`src/rtl/ps2_host_tx_pkg.sv`:
```
`default_nettype none
// +----------------------------------------------------------------------+
// | Module      : ps2_host_tx_pkg                                        |
// | Description : Shared PS/2 state encodings, command constants and     |
// |               default timing values for the PS/2 host path.          |
// | Revision    : 1.0                                                    |
// +----------------------------------------------------------------------+
package ps2_host_tx_pkg;

    typedef enum logic [2:0] {
        ST_IDLE      = 3'd0,
        ST_INHIBIT   = 3'd1,
        ST_REQ       = 3'd2,
        ST_DATA      = 3'd3,
        ST_PARITY    = 3'd4,
        ST_STOP      = 3'd5,
        ST_ACK       = 3'd6,
        ST_WAIT_IDLE = 3'd7
    } state_t;

    localparam logic [7:0] c_CMD_SET_LED = 8'hED;
    localparam logic [7:0] c_CMD_RESET   = 8'hFF;
    localparam logic [7:0] c_RSP_ACK     = 8'hFA;
    localparam logic [7:0] c_KEY_ENTER   = 8'h5A;

    localparam int c_DEF_INHIBIT_CYCLES = 5000;
    localparam int c_DEF_TIMEOUT_CYCLES = 1000000;
    localparam int c_DEF_FILTER_LEN     = 4;

    // PS/2 frames carry odd parity over the eight data bits
    function automatic logic odd_parity(input logic [7:0] d);
        return ~^d;
    endfunction

endpackage
`default_nettype wire

```
`src/rtl/ps2_host_tx_if.sv`:
```
`default_nettype none
// +----------------------------------------------------------------------+
// | Module      : ps2_host_tx_if                                         |
// | Description : Command handshake between a requester and the PS/2     |
// |               host transmitter.                                      |
// | Revision    : 1.0                                                    |
// +----------------------------------------------------------------------+
interface ps2_host_tx_if;
    logic [7:0] tx_data;
    logic       tx_start;
    logic       busy;
    logic       tx_done;
    logic       tx_err;

    modport master (output tx_data, output tx_start,
                    input  busy, input tx_done, input tx_err);
    modport slave  (input  tx_data, input tx_start,
                    output busy, output tx_done, output tx_err);
endinterface
`default_nettype wire

```
`src/rtl/ps2_host_tx_line_sync.sv`:
```
`default_nettype none
// +----------------------------------------------------------------------+
// | Module      : ps2_host_tx_line_sync                                  |
// | Description : 2-FF synchroniser plus glitch filter on the PS/2 clock |
// |               and data lines, with a falling-edge strobe on clock.   |
// | Revision    : 1.0                                                    |
// +----------------------------------------------------------------------+
module ps2_host_tx_line_sync #(
    parameter int FILTER_LEN = 4
) (
    input  wire logic clk,
    input  wire logic reset,
    input  wire logic clk_in,
    input  wire logic data_in,
    output logic      clk_filt,
    output logic      data_filt,
    output logic      clk_fall
);

    localparam int c_CW = $clog2(FILTER_LEN + 1);
    localparam logic [c_CW-1:0] c_LAST = c_CW'(FILTER_LEN - 1);

    logic [1:0] w_raw;
    logic [1:0] w_filt;
    logic       r_clk_d;

    assign w_raw = {data_in, clk_in};

    for (genvar gi = 0; gi < 2; gi++) begin : g_line
        logic [1:0]      r_sync;
        logic [c_CW-1:0] r_cnt;
        logic            r_level;

        // Lines idle high; a new level is accepted only after FILTER_LEN equal samples
        always_ff @(posedge clk) begin
            if (reset) begin
                r_sync  <= 2'b11;
                r_cnt   <= '0;
                r_level <= 1'b1;
            end else begin
                r_sync <= {r_sync[0], w_raw[gi]};
                if (r_sync[1] == r_level) begin
                    r_cnt <= '0;
                end else if (r_cnt == c_LAST) begin
                    r_level <= r_sync[1];
                    r_cnt   <= '0;
                end else begin
                    r_cnt <= r_cnt + 1'b1;
                end
            end
        end

        assign w_filt[gi] = r_level;
    end

    // Delayed filtered clock for edge detection
    always_ff @(posedge clk) begin
        if (reset) r_clk_d <= 1'b1;
        else       r_clk_d <= w_filt[0];
    end

    assign clk_filt  = w_filt[0];
    assign data_filt = w_filt[1];
    assign clk_fall  = r_clk_d & ~w_filt[0];

endmodule
`default_nettype wire

```
`src/rtl/ps2_host_tx.sv`:
```
`default_nettype none
// +----------------------------------------------------------------------+
// | Module      : ps2_host_tx                                            |
// | Description : PS/2 host-to-device command transmitter: inhibit,      |
// |               request-to-send, 8 data + parity + stop, ack/timeout.  |
// | Revision    : 1.0                                                    |
// +----------------------------------------------------------------------+
module ps2_host_tx
    import ps2_host_tx_pkg::*;
#(
    parameter int INHIBIT_CYCLES = c_DEF_INHIBIT_CYCLES,
    parameter int TIMEOUT_CYCLES = c_DEF_TIMEOUT_CYCLES,
    parameter int FILTER_LEN     = c_DEF_FILTER_LEN
) (
    input  wire logic     clk,
    input  wire logic     reset,
    ps2_host_tx_if.slave  bus,
    input  wire logic     ps2_clk_in,
    input  wire logic     ps2_data_in,
    output logic          ps2_clk_oe,
    output logic          ps2_data_oe
);

    localparam int c_MAX_CYC = (INHIBIT_CYCLES > TIMEOUT_CYCLES) ? INHIBIT_CYCLES : TIMEOUT_CYCLES;
    localparam int c_CNT_W   = $clog2(c_MAX_CYC) + 1;
    localparam logic [c_CNT_W-1:0] c_INH_START = c_CNT_W'(INHIBIT_CYCLES - 2);
    localparam logic [c_CNT_W-1:0] c_INH_LAST  = c_CNT_W'(INHIBIT_CYCLES - 1);
    localparam logic [c_CNT_W-1:0] c_TMO_LAST  = c_CNT_W'(TIMEOUT_CYCLES - 1);

    logic w_clk_f;
    logic w_data_f;
    logic w_fall;

    state_t               r_state;
    logic [c_CNT_W-1:0]   r_cnt;
    logic [3:0]           r_bit;
    logic [7:0]           r_shift;
    logic                 r_par;
    logic                 r_clk_oe;
    logic                 r_data_oe;
    logic                 r_busy;
    logic                 r_done;
    logic                 r_err;

    ps2_host_tx_line_sync #(
        .FILTER_LEN (FILTER_LEN)
    ) u_line_sync (
        .clk       (clk),
        .reset     (reset),
        .clk_in    (ps2_clk_in),
        .data_in   (ps2_data_in),
        .clk_filt  (w_clk_f),
        .data_filt (w_data_f),
        .clk_fall  (w_fall)
    );

    // Transfer sequencer; one counter serves both the inhibit interval and the timeout
    always_ff @(posedge clk) begin
        if (reset) begin
            r_state   <= ST_IDLE;
            r_cnt     <= '0;
            r_bit     <= '0;
            r_shift   <= '0;
            r_par     <= 1'b0;
            r_clk_oe  <= 1'b0;
            r_data_oe <= 1'b0;
            r_busy    <= 1'b0;
            r_done    <= 1'b0;
            r_err     <= 1'b0;
        end else begin
            r_done <= 1'b0;
            r_err  <= 1'b0;
            case (r_state)
                ST_IDLE: begin
                    if (bus.tx_start) begin
                        r_shift  <= bus.tx_data;
                        r_par    <= odd_parity(bus.tx_data);
                        r_busy   <= 1'b1;
                        r_clk_oe <= 1'b1;
                        r_cnt    <= '0;
                        r_state  <= ST_INHIBIT;
                    end
                end
                ST_INHIBIT: begin
                    r_cnt <= r_cnt + 1'b1;
                    // Start bit goes low while the clock is still held, then clock is freed
                    if (r_cnt == c_INH_START) r_data_oe <= 1'b1;
                    if (r_cnt == c_INH_LAST) begin
                        r_clk_oe  <= 1'b0;
                        r_data_oe <= 1'b1;
                        r_cnt     <= '0;
                        r_bit     <= '0;
                        r_state   <= ST_REQ;
                    end
                end
                default: begin
                    r_cnt <= r_cnt + 1'b1;
                    if (r_cnt == c_TMO_LAST) begin
                        // Timeout has priority over any clock fall in the same cycle
                        r_clk_oe  <= 1'b0;
                        r_data_oe <= 1'b0;
                        r_busy    <= 1'b0;
                        r_err     <= 1'b1;
                        r_state   <= ST_IDLE;
                    end else begin
                        case (r_state)
                            ST_REQ: begin
                                if (w_fall) begin
                                    r_data_oe <= ~r_shift[0];
                                    r_shift   <= {1'b0, r_shift[7:1]};
                                    r_bit     <= 4'd1;
                                    r_state   <= ST_DATA;
                                end
                            end
                            ST_DATA: begin
                                if (w_fall) begin
                                    r_bit <= r_bit + 1'b1;
                                    if (r_bit == 4'd8) begin
                                        r_data_oe <= ~r_par;
                                        r_state   <= ST_PARITY;
                                    end else begin
                                        r_data_oe <= ~r_shift[0];
                                        r_shift   <= {1'b0, r_shift[7:1]};
                                    end
                                end
                            end
                            ST_PARITY: begin
                                if (w_fall) begin
                                    r_data_oe <= 1'b0;
                                    r_bit     <= r_bit + 1'b1;
                                    r_state   <= ST_STOP;
                                end
                            end
                            ST_STOP: begin
                                r_state <= ST_ACK;
                            end
                            ST_ACK: begin
                                if (w_fall) begin
                                    if (!w_data_f) begin
                                        r_state <= ST_WAIT_IDLE;
                                    end else begin
                                        r_busy  <= 1'b0;
                                        r_err   <= 1'b1;
                                        r_state <= ST_IDLE;
                                    end
                                end
                            end
                            default: begin
                                if (w_clk_f && w_data_f) begin
                                    r_busy  <= 1'b0;
                                    r_done  <= 1'b1;
                                    r_state <= ST_IDLE;
                                end
                            end
                        endcase
                    end
                end
            endcase
        end
    end

    assign ps2_clk_oe  = r_clk_oe;
    assign ps2_data_oe = r_data_oe;
    assign bus.busy    = r_busy;
    assign bus.tx_done = r_done;
    assign bus.tx_err  = r_err;

endmodule
`default_nettype wire

```
`src/flat_wrapper.sv`:
```
// flat-port wrapper written by rule: the top's interface ports become plain ports
module ps2_host_tx_flat import ps2_host_tx_pkg::*;
#(
    parameter int INHIBIT_CYCLES = c_DEF_INHIBIT_CYCLES,
    parameter int TIMEOUT_CYCLES = c_DEF_TIMEOUT_CYCLES,
    parameter int FILTER_LEN     = c_DEF_FILTER_LEN
)
  (clk, reset, ps2_clk_in, ps2_data_in, ps2_clk_oe, ps2_data_oe, bus_tx_data, bus_tx_start, bus_busy, bus_tx_done, bus_tx_err);
  ps2_host_tx_if bus_i ();
  input  wire logic clk;
  input  wire logic reset;
  input  wire logic ps2_clk_in;
  input  wire logic ps2_data_in;
  output logic ps2_clk_oe;
  output logic ps2_data_oe;
  input wire logic [$bits(bus_i.tx_data)-1:0] bus_tx_data;
  input wire logic [$bits(bus_i.tx_start)-1:0] bus_tx_start;
  output wire logic [$bits(bus_i.busy)-1:0] bus_busy;
  output wire logic [$bits(bus_i.tx_done)-1:0] bus_tx_done;
  output wire logic [$bits(bus_i.tx_err)-1:0] bus_tx_err;
  assign bus_i.tx_data = bus_tx_data;
  assign bus_i.tx_start = bus_tx_start;
  assign bus_busy = bus_i.busy;
  assign bus_tx_done = bus_i.tx_done;
  assign bus_tx_err = bus_i.tx_err;
  ps2_host_tx #(.INHIBIT_CYCLES(INHIBIT_CYCLES), .TIMEOUT_CYCLES(TIMEOUT_CYCLES), .FILTER_LEN(FILTER_LEN)) u_core (.clk(clk), .reset(reset), .bus(bus_i), .ps2_clk_in(ps2_clk_in), .ps2_data_in(ps2_data_in), .ps2_clk_oe(ps2_clk_oe), .ps2_data_oe(ps2_data_oe));
endmodule
```
`config.mk`:
```
export PLATFORM = sky130hd
export DESIGN_NAME = ps2_host_tx_flat
export DESIGN_NICKNAME = d
export VERILOG_FILES = /design/src/rtl/ps2_host_tx_pkg.sv /design/src/rtl/ps2_host_tx_if.sv /design/src/rtl/ps2_host_tx_line_sync.sv /design/src/rtl/ps2_host_tx.sv /design/src/flat_wrapper.sv
export SDC_FILE = /design/constraint.sdc
export NUM_CORES = 1
export LEC_CHECK = 0
export CAP_MARGIN = 20
export CORE_ASPECT_RATIO = 0.9
export CORE_UTILIZATION = 40
export CTS_CLUSTER_SIZE = 12
export DETAILED_ROUTE_END_ITERATION = 6
export REMOVE_ABC_BUFFERS = 1
export SETUP_SLACK_MARGIN = 0.4
export SLEW_MARGIN = 20
export SYNTH_ARGS = -nofsm -noshare
export SYNTH_HDL_FRONTEND = slang
export SYNTH_SLANG_ARGS = --single-unit
```
`constraint.sdc`:
```
create_clock -name clk -period 2.5 [get_ports clk]
set_input_delay 0.25 -clock clk [delete_from_list [all_inputs] [get_ports clk]]
set_output_delay 0.25 -clock clk [all_outputs]
set_load 0.02 [all_outputs]
```
==> metrics.md, run 1 <==
| Metric | Value |
|---|---|
| First-iteration detailed-routing DRC count | 182 |
| Count of flip-flops with a built-in enable after synthesis | 0 |
| Worst-case hold path end point | u_core.u_line_sync.g_line[1].r_sync[1]$_SDFF_PP1_ |
| Setup TNS after final layout | 0 ns |
| Simple-gate portion of the synthesized area | 0.258 |
| Final period demand of the worst path | 2.11 ns |
| Average cell area after synthesis | 8.67 um2 |
| Initial Utilization | 0.426 |
| Fmax | 0.473 GHz |
| Buffer and inverter count on the worst path | 0 |
| Main combinational cell family by area after synthesis | simple AND/OR/NAND/NOR gates |
| Synth Area in Adders | 0.0391 |
| Number of buffers inserted during clock tree synthesis | 5 |
| Antenna violations before repair | 0 |
| Clock insertion delay at the later pin of the skew report | 0.31 ns |
| Non-filler cells in the finished layout | 448 |
| Worst-case clock skew | 0.00846 ns |
| Number of endpoints failing setup at the final stage | 0 |
| Number of cells in the design after placement | 435 |
| Cell variety after synth | 57 |
| Sequential cell area fraction in the yosys report | 0.382 |
| Wirelength, routed | 6060 um |
| Clock Sinks | 55 |
| Area of the mapped netlist | 2880 um2 |
| Signed area change from the synthesized netlist to the final layout | 16.9% |
| Die Wd | 91.4 um |
| Clk Tree Root Cell | clkbuf_8 |
| Async set or reset register ratio after synthesis | 0 |
| Drt first pass iters | 4 |
| Placer Congestion | 0.830 |
| Sort of element at the start of the critical path | flip-flop |
| Clock-pin slew of the registers on the worst-case setup and hold paths | 0.10 ns |
| Proportion of synthesized area in mux cells | 0.0626 |
| Crit Path Class | flip-flop to flip-flop |
| Maximum cell stage delay along the critical path | 0.59 ns |
| Number of hold-repair buffers added at the cts stage | 0 |
| Max rail drop VDD | 0.368 mV |
| Number of maximum-capacitance violations | 0 |
| Cell family contributing the most delay on the critical path | simple AND/OR/NAND/NOR gates |
| Cell depth of the worst hold path | 1 |
| Transition time of the tightest slew-check pin | 0.588 ns |
| Compound-gate portion of the synthesized area | 0.138 |
| Top Ports | 18 |
| Nets | 379 |
| Count of cells along the worst register-to-register path | 6 |
| Number of buffers on the longest clock path | 2 |
| Largest net degree at the start of global routing | 34 |
| Maximum level of the CTS H-tree | 2 |
| Area share of the largest cell type after synthesis | 0.382 |
| Worst-path cell with the longest stage delay | or4_4 |
| Fin. Hold Viols | 0 |
| Post-detailed-route wirelength per cell | 13.5 um |
| Total global-route track usage | 0.174 |
| Class of the tightest hold or removal check | flip-flop to flip-flop |
| Top post-synthesis cells by area | dfxtp_1 38%, nor2_1 7.2%, xnor2_1 4.3% |
| Via count | 2,381 |
| RSZ-0062 raised after global routing | true |
| Worst flop-to-flop path startpoint | u_core.r_cnt[13]$_SDFFE_PP0N_ |
| Number of vias per cell after detailed routing | 5.31 |
| Type of element capturing the critical path | flip-flop |
| Antenna-violating nets left | 0 |
| First-pass GRT wire length | 10,400 um |
| Vias in the first global route | 2,129 |
| Relative max-transition margin | 0.607 |
| Clock tree from TritonCTS | yes |
| GRT Residual Overflow | 0 |
| Placed wire-length estimate | 4390 um |
| Req. time, crit path | 2.70 ns |
| Capture point of the worst reg-to-reg path | u_core.r_state[2]$_SDFFE_PP0P_ |
| Xor-xnor portion of the synthesized cell area | 0.0821 |
| Leading cell type in the layout, fill and taps excluded | nor2_1 |
| Site row count | 28 |
| Share of post-route cells with drive strength above 1 | 0.165 |
| Run status | complete, no violations |
| P_leak | 1.24 nW |
| Crit-path max FO | 5 |
| Ratio of final minimum period to clock period | 0.845 |
| Height of the die | 82.5 um |
| Crit. path cell count | 6 |
| Synthesis warning total | 0 |
| Commonest non-fill, non-tap cells in the layout | 55 x nor2_1, 50 x dfxtp_1, 22 x nand2_1 |
| CP cell instances | nor4_4 -> nand2_1 -> or4_4 -> a221oi_4 -> mux2i_1 -> nor2_1 |
| Area of the die | 7540 um2 |
| Area leader, netlist | dfxtp_1 |
| Hold Crit Start | u_core.u_line_sync.g_line[1].r_sync[0]$_SDFF_PP1_ |
| Critical path data arrival time | 2.31 ns |
| Number of diodes | 0 |
| Power per unit of standard cell area | 738 nW/um2 |
| Setup slack on the worst flop-to-flop path | 0.39 ns |
| Input/output buffers | 17 |
| Count of filler cells inserted in the layout | 668 |
| Number of remaining DRC errors | 0 |
| Prevailing post-synth register cell | dfxtp_1 |
| Number of flip-flops and latches in the synthesized netlist | 55 |
| Pins Over Slew Limit | 0 |
| Placeable core region | 6760 um2 |
| Instance count of the mapped netlist | 332 |
-- logic make-up (layout without fill, tap and decap cells) --
family	after synthesis	after routing
compound gates	53	53
xor+xnor	27	27
fa+ha+maj	9	9
buf+inv	26	52
flops	55	55
mux	17	17
simple gates	145	145
-- state kept, by name (all words and copies together) (netlist names), 3 cells and up --
name	flops
u_core.r_bit	4
u_core.r_cnt	21
u_core.r_shift	8
u_core.r_state	3
u_core.u_line_sync.g_line.r_cnt	6
u_core.u_line_sync.g_line.r_sync	4
-- cells in the mapped netlist, types with 3 or more instances --
cell type  instances
o21ai_0           10
or2_2              6
nor4_1             6
nand3_1           12
clkbuf_1           9
nor2_1            55
nand2_1           22
nor2b_1            5
mux2i_1            9
and4_1             3
nand2b_1           3
a21oi_1           13
nand4_1            5
xor2_1            13
nor3_1             8
a21o_1             3
a22oi_1            3
dfxtp_1           55
ha_1               9
mux2_2             8
inv_1             10
or3_1              3
xnor2_1           14
buf_2              4
and3_1             4
-- per-stage QoR --
step | utilization | total power, mW | setup WS (ns) | instance area [um2] | hold WS (ns)
after floorplan | - | 1.65 | 0.330 | 2810 | 0.315
after CTS | 0.489 | 2.49 | 0.394 | 3310 | 0.428
final | 0.498 | 2.48 | 0.387 | 3370 | 0.422
after global placement | 0.470 | 1.93 | 0.339 | 3180 | 0.394
after global routing | 0.498 | 2.65 | 0.259 | 3370 | 0.438
after detailed placement | 0.470 | 1.93 | 0.324 | 3180 | 0.402
-- report_power, final --
part	total (mW)	internal (mW)	switching, mW
clock network	0.501	0.201	0.300
logic	0.947	0.458	0.489
registers	1.04	0.949	0.0880
total	2.48	1.61	0.877
-- worst register-to-register path: cells and delay by family, from the launching register on --
family	cells	cell delay (ns)
compound gates	1	0.37
flops	1	0.37
mux	1	0.23
simple gates	4	1.04
-- worst max path at each step --
stage | from | end
after global placement | u_core.r_cnt[11]$_SDFFE_PP0N_ | u_core.r_bit[0]$_SDFFE_PP0P_
after floorplan | u_core.r_state[1]$_SDFFE_PP0P_ | u_core.r_shift[0]$_SDFFE_PP0P_
after global routing | u_core.r_cnt[13]$_SDFFE_PP0N_ | u_core.r_state[0]$_SDFFE_PP0P_
after CTS | u_core.r_cnt[14]$_SDFFE_PP0N_ | u_core.r_state[2]$_SDFFE_PP0P_
final | u_core.r_cnt[13]$_SDFFE_PP0N_ | u_core.r_state[2]$_SDFFE_PP0P_
after detailed placement | u_core.r_cnt[11]$_SDFFE_PP0N_ | u_core.r_state[2]$_SDFFE_PP0P_
-- final cells by class --
| cell class | count | area [um2] | area share |
|---|---|---|---|
| inverters | 11 | 41.3 | 0.0123 |
| flip-flops and latches | 55 | 1110 | 0.330 |
| repair buffers | 33 | 303 | 0.0899 |
| clock inverters | 3 | 23.8 | 0.00706 |
| well taps | 90 | 113 | 0.0334 |
| multi-input cells | 251 | 1710 | 0.507 |
| clock buffers | 5 | 68.8 | 0.0204 |
-- routing by layer --
metal,global-route usage,share of wire,vias to the layer above
li1,-,-,1222
met1,0.251,0.53,1094
met2,0.259,0.42,58
met3,0.0375,0.047,7
met4,0.0508,0.011,0
met5,0,0,-
-- what timing repair did --
action | in CTS | in global routing
setup endpoints to repair | 11 | 13
resized for setup | 2 | 13
pin swaps | 4 | 4
setup buffers | 2 | 3
Note: power is estimated with default switching activity, not from simulation.
==> inputs of run 2 (changes only) <==
Clock period 2.5 ns to 2 ns, I/O delays scaled along.
==> metrics.md, run 2 (synthesis gave the netlist of run 1 again) <==
| Metric | Value |
|---|---|
| Req. time, crit path | 2.20 ns (-0.50 ns) |
| Clk Tree Root Cell | clkbuf_8 |
| Met2 routed wirelength | 2790 um (+10%) |
| Proportion of power drawn by flip-flops and latches | 0.382 (-0.035) |
| Input/output buffers | 17 (unchanged) |
| Number of buffers inserted during clock tree synthesis | 5 (unchanged) |
| Number of hold-repair buffers added at the cts stage | 0 (unchanged) |
| RSZ-0062 raised after global routing | true |
| Final period demand of the worst path | 2.02 ns (-0.0935 ns) |
| Design Power | 3.35 mW (+35%) |
| Site row count | 28 (unchanged) |
| Pins Over Slew Limit | 0 (unchanged) |
| Antenna-violating nets left | 0 (unchanged) |
| Combinational cell fraction of total power | 0.388 (+0.007) |
| Max FFs per register | 21 (unchanged) |
| Switch share | 0.332 (-0.0212) |
| Crit-path max FO | 4 (-1) |
| Type of element capturing the critical path | flip-flop |
| Critical path data arrival time | 2.22 ns (-0.09 ns) |
| Initial Utilization | 0.426 (unchanged) |
| Number of vias per cell after detailed routing | 5.24 (-1.4%) |
| Drt first pass iters | 4 (unchanged) |
| Power per unit of standard cell area | 911 nW/um2 (+23%) |
| CP cell instances | and4_1 -> nand2_1 -> or4_4 -> a221oi_4 -> mux2i_1 -> nor2_1 |
| Clock insertion delay at the later pin of the skew report | 0.31 ns (about the same) |
| Cell family contributing the most delay on the critical path | simple AND/OR/NAND/NOR gates |
| GRT Residual Overflow | 0 (unchanged) |
| Clock share of power | 0.230 (+0.028) |
| Number of endpoints failing setup at the final stage | 2 (+2) |
| Max rail drop VDD | 0.574 mV (+56%) |
| First-pass GRT wire length | 11,300 um (+8.8%) |
| Total internal power | 2.24 mW (+39%) |
| Ratio of final minimum period to clock period | 1.01 (+0.165) |
| Vias in the first global route | 2,358 (+11%) |
| Final WS setup | -0.0198 ns (-0.407 ns) |
| Placer Congestion | 0.802 (-3.4%) |
| Transition time of the tightest slew-check pin | 0.386 ns (-0.202 ns) |
| Maximum level of the CTS H-tree | 2 (unchanged) |
| Setup TNS after final layout | -0.0251 ns (-0.0251 ns) |
| Number of buffers on the longest clock path | 2 (unchanged) |
| Height of the die | 82.5 um (unchanged) |
| Clock-pin slew of the registers on the worst-case setup and hold paths | 0.10 ns (about the same) |
| Worst-case clock skew | 0.00376 ns (-0.00470 ns) |
| Class of the tightest hold or removal check | flip-flop to flip-flop |
| Fin. Hold Viols | 0 (unchanged) |
| Clock Sinks | 55 (unchanged) |
| Area of the die | 7540 um2 (unchanged) |
| Via count | 2,510 (+5.4%) |
| Run status | finished, violations left |
| Post-Place Worst Slack | -0.0549 ns (-0.379 ns) |
| Largest net degree at the start of global routing | 28 (-18%) |
| Antenna violations before repair | 0 (unchanged) |
| Clock tree from TritonCTS | yes |
| Top Ports | 18 (unchanged) |
| Worst-path cell with the longest stage delay | or4_4 |
| Nets | 410 (+8.2%) |
| Post-detailed-route wirelength per cell | 13.6 um (+0.82%) |
| Leading cell type in the layout, fill and taps excluded | nor2_1 |
| Wirelength, routed | 6540 um (+7.8%) |
| Met3 wirelength from detailed routing | 272 um (-5.6%) |
| P_leak | 1.44 nW (+16%) |
| Setup slack on the worst flop-to-flop path | -0.02 ns (-0.41 ns) |
| Crit Path Class | flip-flop to flip-flop |
| Share of post-route cells with drive strength above 1 | 0.257 (+0.0923) |
| Number of remaining DRC errors | 0 (unchanged) |
| Sort of element at the start of the critical path | flip-flop |
| Biggest register | u_core.r_cnt |
| Power spent charging and discharging nets | 1.11 mW (+27%) |
| Largest registers | u_core.r_cnt: 21 flops, u_core.r_shift: 8 flops, u_core.u_line_sync.g_line.r_cnt: 6 flops |
| Number of maximum-capacitance violations | 0 (unchanged) |
| Die Wd | 91.4 um (unchanged) |
| Signed area change from the synthesized netlist to the final layout | 27.7% |
| Commonest non-fill, non-tap cells in the layout | 51 x nor2_1, 47 x dfxtp_1, 44 x buf_4 |
| Number of diodes | 0 (unchanged) |
| Total global-route track usage | 0.192 (+0.0185) |
| Placeable core region | 6760 um2 (unchanged) |
| Buffer and inverter count on the worst path | 0 (unchanged) |
| Top layer reached by signal wires | met4 |
| First-iteration detailed-routing DRC count | 139 (-24%) |
| Fmax | 0.495 GHz (+4.6%) |
| Placed wire-length estimate | 4730 um (+7.8%) |
| Met1 wire length | 3440 um (+8.1%) |
| Maximum cell stage delay along the critical path | 0.57 ns (-0.02 ns) |
| Relative max-transition margin | 0.742 (+0.136) |
| Violated checks | setup timing |
[run 2: cell types whose count changed in the layout (fill, tap and decap cells not counted), sizes merged]
cell	before	now
buf	16	47
bufinv	0	1
clkbuf	5	6
clkinv	0	1
clkinvlp	2	0
inv	12	11
[run 2: what timing repair did]
item	CTS	global route
setup endpoints to repair	39	40
setup buffers	3	0
gates resized for setup	21	8
pin swaps	10	6
[run 2: path summary, 6_finish.rpt]
kind                                                       endpoint  cells after the start                                         startpoint
hold reg to reg   u_core.u_line_sync.g_line[1].r_sync[1]$_SDFF_PP1_                      1  u_core.u_line_sync.g_line[1].r_sync[0]$_SDFF_PP1_
setup reg to reg                     u_core.r_state[2]$_SDFFE_PP0P_                      6                      u_core.r_cnt[17]$_SDFFE_PP0N_
setup / recovery                     u_core.r_state[2]$_SDFFE_PP0P_                      6                      u_core.r_cnt[17]$_SDFFE_PP0N_
hold / removal    u_core.u_line_sync.g_line[1].r_sync[1]$_SDFF_PP1_                      1  u_core.u_line_sync.g_line[1].r_sync[0]$_SDFF_PP1_
[run 2: power by group through the flow]
stage | logic (mW) | clock network (mW) | registers, mW
final | 1.30 | 0.772 | 1.28
after global routing | 1.42 | 0.834 | 1.29
after CTS | 1.30 | 0.792 | 1.28
after detailed placement | 1.23 | 0 | 1.30
after global placement | 1.22 | 0 | 1.30
after floorplan | 0.723 | 0 | 1.34
[run 2: routing by layer]
metal / vias to the layer above / GRT usage
met1: 1181 / 0.276
met4: 0 / 0.0524
met2: 46 / 0.297
met3: 2 / 0.0330
li1: 1281 / -
met5: - / 0
[run 2: stage by stage]
stage | hold slack (ns) | instances | area [um2] | utilization
2_1_floorplan | 0.265 | 317 | 2810 | -
3_3_place_gp | 0.398 | 468 | 3440 | 0.509
3_5_place_dp | 0.395 | 468 | 3440 | 0.509
4_1_cts | 0.419 | 479 | 3650 | 0.539
5_1_grt | 0.438 | 479 | 3680 | 0.544
6_report | 0.418 | 479 | 3680 | 0.544
[run 2: layout make-up]
| type | count | area, um2 |
|---|---|---|
| inverter | 11 | 41.3 |
| multi-input combinational | 251 | 1740 |
| timing repair buffer | 64 | 552 |
| tap | 90 | 113 |
| clock inverter | 2 | 35.0 |
| fill | 631 | 3080 |
| clock buffer | 6 | 82.6 |
| sequential | 55 | 1110 |
